$ cat config.mk
export PLATFORM = sky130hd
export DESIGN_NAME = serial_paralelo
export DESIGN_NICKNAME = d
export VERILOG_FILES = /design/src/rtl/serial_paralelo.sv
export SDC_FILE = /design/constraint.sdc
export NUM_CORES = 1
export LEC_CHECK = 0
export CAP_MARGIN = 40
export CORE_UTILIZATION = 52
export DETAILED_ROUTE_END_ITERATION = 8
export PLACE_DENSITY_LB_ADDON = 0.2
export SYNTH_ARGS = -nofsm -noshare
export SYNTH_HDL_FRONTEND = slang
export SYNTH_SLANG_ARGS = --single-unit
$ cat constraint.sdc
create_clock -name clk_32f -period 1.7 [get_ports clk_32f]
set_clock_uncertainty 0.05 [all_clocks]
set_input_delay 0.17 -clock clk_32f [delete_from_list [all_inputs] [get_ports clk_32f]]
set_output_delay 0.17 -clock clk_32f [all_outputs]
set_load 0.01 [all_outputs]
$ cat src/rtl/serial_paralelo.sv
// Deserializer: hunts comma alignment on a 1-bit line, locks after LOCK_BCS commas, then emits each data byte.
// Latency: strobe after the byte's LSB edge. No backpressure; valid_out is a one-cycle strobe.
module serial_paralelo #(
  parameter logic [7:0] COMMA    = 8'hBC,
  parameter int         LOCK_BCS = 4
) (
  input  logic       clk_32f,
  input  logic       reset,
  input  logic       in_serial,
  output logic [7:0] out_parallel,
  output logic       valid_out,
  output logic       active
);

  typedef enum logic [1:0] {SEARCH, ALIGN, ACTIVE} state_t;

  localparam logic [3:0] LOCK_CNT = 4'(LOCK_BCS);

  state_t     r_state, w_state_nxt;
  logic [7:0] r_sr;
  logic [2:0] r_bit_cnt, w_bit_cnt_nxt;
  logic [3:0] r_bc_cnt, w_bc_cnt_nxt;
  logic [7:0] r_out, w_out_nxt;
  logic       r_vld, w_vld_nxt;
  logic       r_act, w_act_nxt;
  logic [7:0] w_cand;
  logic       w_is_comma;
  logic       w_boundary;

  assign w_cand     = {r_sr[6:0], in_serial};
  assign w_is_comma = (w_cand == COMMA);
  assign w_boundary = (r_bit_cnt == 3'd7);

  always_comb begin
    w_state_nxt   = r_state;
    w_bit_cnt_nxt = r_bit_cnt + 3'd1;
    w_bc_cnt_nxt  = r_bc_cnt;
    w_out_nxt     = r_out;
    w_vld_nxt     = 1'b0;
    w_act_nxt     = r_act;
    case (r_state)
      SEARCH: begin
        w_bit_cnt_nxt = 3'd0;
        if (w_is_comma) begin
          w_bc_cnt_nxt = 4'd1;
          if (LOCK_CNT == 4'd1) begin
            w_state_nxt = ACTIVE;
            w_act_nxt   = 1'b1;
          end else begin
            w_state_nxt = ALIGN;
          end
        end
      end
      ALIGN: begin
        if (w_boundary) begin
          if (w_is_comma) begin
            if (r_bc_cnt != 4'hF) w_bc_cnt_nxt = r_bc_cnt + 4'd1;
            if (r_bc_cnt + 4'd1 == LOCK_CNT) begin
              w_state_nxt = ACTIVE;
              w_act_nxt   = 1'b1;
            end
          end else begin
            // Misaligned byte: drop it and restart the sliding hunt.
            w_state_nxt  = SEARCH;
            w_bc_cnt_nxt = 4'd0;
          end
        end
      end
      ACTIVE: begin
        if (w_boundary && !w_is_comma) begin
          w_out_nxt = w_cand;
          w_vld_nxt = 1'b1;
        end
      end
      default: w_state_nxt = SEARCH;
    endcase
  end

  always_ff @(posedge clk_32f) begin
    if (!reset) begin
      r_state   <= SEARCH;
      r_sr      <= 8'h00;
      r_bit_cnt <= 3'd0;
      r_bc_cnt  <= 4'd0;
      r_out     <= 8'h00;
      r_vld     <= 1'b0;
      r_act     <= 1'b0;
    end else begin
      r_state   <= w_state_nxt;
      r_sr      <= w_cand;
      r_bit_cnt <= w_bit_cnt_nxt;
      r_bc_cnt  <= w_bc_cnt_nxt;
      r_out     <= w_out_nxt;
      r_vld     <= w_vld_nxt;
      r_act     <= w_act_nxt;
    end
  end

  assign out_parallel = r_out;
  assign valid_out    = r_vld;
  assign active       = r_act;

endmodule

# Word-level counts from Yosys, hierarchy flattened
# Index checks and enable logic that the tools add are counted.
# word_totals
register_bits	26
inputBits	3
output_inout_bits	10
word_cells	42
# classes
addsub	2
n_eq_ne	10
mux	11
bitwise	2
reduce_logical	10
# op_table
operator	count
$mux W4	4
$reduce_and A4 Y1	3
$eq A8 B8 Y1 const B	1
$mux W2	4
$pmux W4 S2	1
$ne A3 B3 Y1 const B	2
$pmux W2 S3	1
$add A4 B1 Y4 const B	1
$eq A4 B3 Y1 const B	1
$ne A2 B2 Y1 const B	2
$ne A4 B4 Y1 const B	1
$reduce_and A2 Y1	2
$add A3 B1 Y3 const B	1
$eq A3 B3 Y1 const B	1
$eq A2 B1 Y1 const B	1
$eq A2 B2 Y1 const B	1
$logic_not A2 Y1	1
$not A1 Y1	2
$reduce_bool A2 Y1	1
$reduce_or A2 Y1	1
$logic_and A1 B1 Y1	1
$logic_not A1 Y1	1
$mux W1	1

# Longest topological paths before layout
# depth
word_depth	6
depth_mapped	6
depth_no_buf	6

# Worst setup path after synthesis
# OpenSTA, ideal clock, no wires.
# synth_path
path_type	flip-flop to flip-flop
startpoint	reg r_bit_cnt[0]
endpoint	reg r_out[0], in the netlist out_parallel[0]
setup_ps	114
arrival_time_ps	1360
t_required_ps	1536
path_slack_ps	175
path_stages_with_launch	7
path_buffers	0
synth_period_minus_slack_ps	1525
path_cell_list	dfxtp_1 > ha_1 > ha_1 > nand3b_4 > a21oi_4 > mux2i_1 > nor2_1
# synth_via
elab_chain_len	3
# synth_lines
element	line	source
start: declaration	21	logic [2:0] r_bit_cnt, w_bit_cnt_nxt;
start signal: assignment	91	r_bit_cnt <= w_bit_cnt_nxt;
$eq A3 B3 Y1	32	assign w_boundary = (r_bit_cnt == 3'd7);
$logic_and A1 B1 Y1	70	if (w_boundary && !w_is_comma) begin
$reduce_and A2 Y1 (no source line)	--	
end signal: assignment	93	r_out <= w_out_nxt;
end: declaration	23	logic [7:0] r_out, w_out_nxt;
# No other way between the ends.
# A chain may end at the register's enable or synchronous reset.

# Worst setup path in the final report
# layout_path
startpoint	reg r_bc_cnt[1]
endpoint	reg r_state[0]
# layout_via
elab_chain_len	4
# layout_lines
element	line	source
start: declaration	22	logic [3:0] r_bc_cnt, w_bc_cnt_nxt;
start signal: assignment	92	r_bc_cnt <= w_bc_cnt_nxt;
$add A4 B1 Y4	58	if (r_bc_cnt + 4'd1 == LOCK_CNT) begin
$eq A4 B3 Y1	58	
$ne A3 B3 Y1 (no source line)	--	
$reduce_and A4 Y1 (no source line)	--	
end signal: assignment	89	r_state <= w_state_nxt;
end: declaration	19	state_t r_state, w_state_nxt;
# No other way between the ends.

==> impl_metrics.ini <==
[synthesis]
synth.area.top_cells = dfxtp_1, mux2i_1, and2_1
synth_fp_nets = 118
yosysTopAreaCell = dfxtp_1
yosys.cell_types.count = 34
synthFlopType = dfxtp_1
syn_avg_cell_area_um2 = 10.1
seq_area_frac_synth_pct = 46.3
synthCells = 111
synth_seq_cells = 26
ys_async_sr_fraction_pct = 0
yosysWarnings = 0
synth_top_area_share_pct = 46.3
synth.cell_area_um2 = 1120
synth_edf_count = 0

[clock_network]
cts_setup_buffers = 0
cts_buffers = 3
cts_hold_buffers = 0
cts_tree = yes
clock_latency_ns = 0.33
clk_pin_slew_ns = 0.13
h-tree-depth = 1
cts_root_buf = clkbuf_4
ctsResizeCount = 0
clock_path_buffers = 2
cts_num_sinks = 26

[cells_and_area]
layout-drive-gt1-share_pct = 15.4
fill_cells = 171
area_delta_synth_final_pct = 22.2
utilization_pct = 68.6
nNetsFinal = 138
insertedDiodeCount = 0

[place]
port_buffers = 12
hpwlAfterDp_um = 1500
place.gp.congestion = 0.844

[setup_path]
cp_max_fo = 5
r2r_slack_ns = 0.11
slowest_delay_ns = 0.38
cp_cell_sequence = ha_1 > and2b_1 > a21oi_1 > o32a_1 > o21ba_2
path_class = reg -> reg
worstReg2RegStart = r_bc_cnt[1]
critPathCaptureType = flop
crit_slowest_cell = dfxtp_1
worst-path-stages = 5
worst-path-buf-inv = 0
cp.arrival_ns = 1.77
start_kind = flop
reg2reg_to = r_state[0]
cp.required_ns = 1.88
crit_family = compound AO/OA/AOI/OAI gates
reg2reg_depth = 5

[pwr]
vdd_drop_max_uv = 597
power_density_nw_per_um2 = 774
p_leak_nw = 0.543

[timing]
max_freq_mhz = 630
drv_slew = 0
post-route-period-util_pct = 93.3
slew_headroom_pct = 74.3
holdWs_ns = 0.405
setup_violations = 0
rsz0062_at_grt = false
period_needed_ns = 1.59
final_hold_viol_count = 0
tightest_slew_ns = 0.386

[die]
start_util_pct = 56.1
core_area_um2 = 2000
die-area_um2 = 2350
die_y_um = 48.5
num_rows = 16
pin_count = 13
die_w_um = 48.5

[worst_hold_path]
min_to = r_bit_cnt[0]
hold_path_depth = 1
hp-start = r_bit_cnt[0]
holdCritPathClass = reg -> reg

[global_route]
grt_max_degree = 16
antenna_found_initial = 0
overflow = 0
grt_pass1_wl_um = 3910
grt_usage_pct = 21.6
grt_pass1_vias = 878

[routing]
drtIter0Drc = 10
routedWlPerCell_um = 13.5
postRouteAntennaNets = 0
first_pass_iters = 5
drc_errors = 0
vias = 881
via_per_inst = 5.61
routed_wl_um = 2110

[outcome]
status = finished, final reports clean

[run]
cap_violations = 0
[layer usage]
metal | up-vias | track usage (%) | wire length, µm
met5 | - | 0 | 0
met2 | 24 | 36.4 | 1050
met3 | 5 | 3.77 | 97
met1 | 420 | 26.8 | 922
met4 | 0 | 9.80 | 44
li1 | 432 | - | -
[layout make-up]
type | count | area (µm²) | share of cell area (%)
clock buffer | 3 | 22.5 | 1.64
clock inverter | 1 | 30.0 | 2.19
inverter | 3 | 11.3 | 0.820
multi-input combinational | 79 | 577 | 42.0
sequential | 26 | 520 | 37.9
tap | 27 | 33.8 | 2.46
timing repair buffer | 18 | 178 | 12.9
[sequential cells by signal, summed over array words and instances (netlist names)]
register,cells
active,1
out_parallel,8
r_bc_cnt,4
r_bit_cnt,3
r_sr,7
r_state,2
valid_out,1
[how the worst max path moves through the flow]
stage / from / endpoint / slack, ns
CTS: r_bit_cnt[0] / r_bc_cnt[1] / 0.07
detailed placement: in_serial / r_bc_cnt[0] / -0.005
floorplan: r_bit_cnt[0] / out_parallel[0] / 0.18
global placement: in_serial / r_bc_cnt[1] / 0.04
global route: r_bc_cnt[1] / r_state[0] / 0.0008
finish: r_bc_cnt[1] / r_state[0] / 0.11
[cells in the mapped netlist, types with 2 or more instances]
cell,number
nand3_1,5
nor3_1,4
ha_1,4
o21ai_0,4
a21oi_1,2
nor2_1,13
nor2b_1,2
dfxtp_1,26
and2_1,9
inv_1,3
nand4b_1,2
nand2_1,7
mux2i_1,9
[cells in the final DEF, fill, tap and decap left out, types with 4 or more instances in the layout]
cell / instances
and2_1: 9
buf_4: 5
clkdlybuf4s50_1: 12
dfxtp_1: 26
mux2i_1: 9
nand2_1: 7
nand3_1: 5
nor2_1: 13
nor3_1: 4
o21ai_0: 4
[cell families after synthesis]
group                    after synthesis  share of synthesized area, %
AO/OA/AOI/OAI                         14                          9.91
buffers and inverters                  6                          2.78
multiplexers                           9                          8.02
adder cells (fa/ha/maj)                4                          4.45
AND/OR/NAND/NOR                       52                          28.5
flip-flops                            26                          46.3
[report_power, final]
part / internal [W] / switching (W) / total [W] / leakage [nW]
clock network: 0.000239 / 0.000183 / 0.000422 / 0.0279
registers: 0.000613 / 0.00000331 / 0.000616 / 0.210
logic: 0.0000110 / 0.0000125 / 0.0000234 / 0.305
total: 0.000863 / 0.000199 / 0.00106 / 0.543
[metrics by stage]
step / cell area [µm²] / setup TNS [ns] / std cells / setup slack, ns / power (W)
finish: 1370 / 0 / 157 / 0.114 / 0.00106
floorplan: 1120 / 0 / 111 / 0.175 / 0.000641
global route: 1370 / 0 / 157 / 0.000837 / 0.00110
detailed placement: 1320 / -0.00933 / 153 / -0.00468 / 0.000653
global placement: 1320 / 0 / 153 / 0.0401 / 0.000653
CTS: 1370 / 0 / 157 / 0.0660 / 0.00106
(Power assumes the default switching activity.)
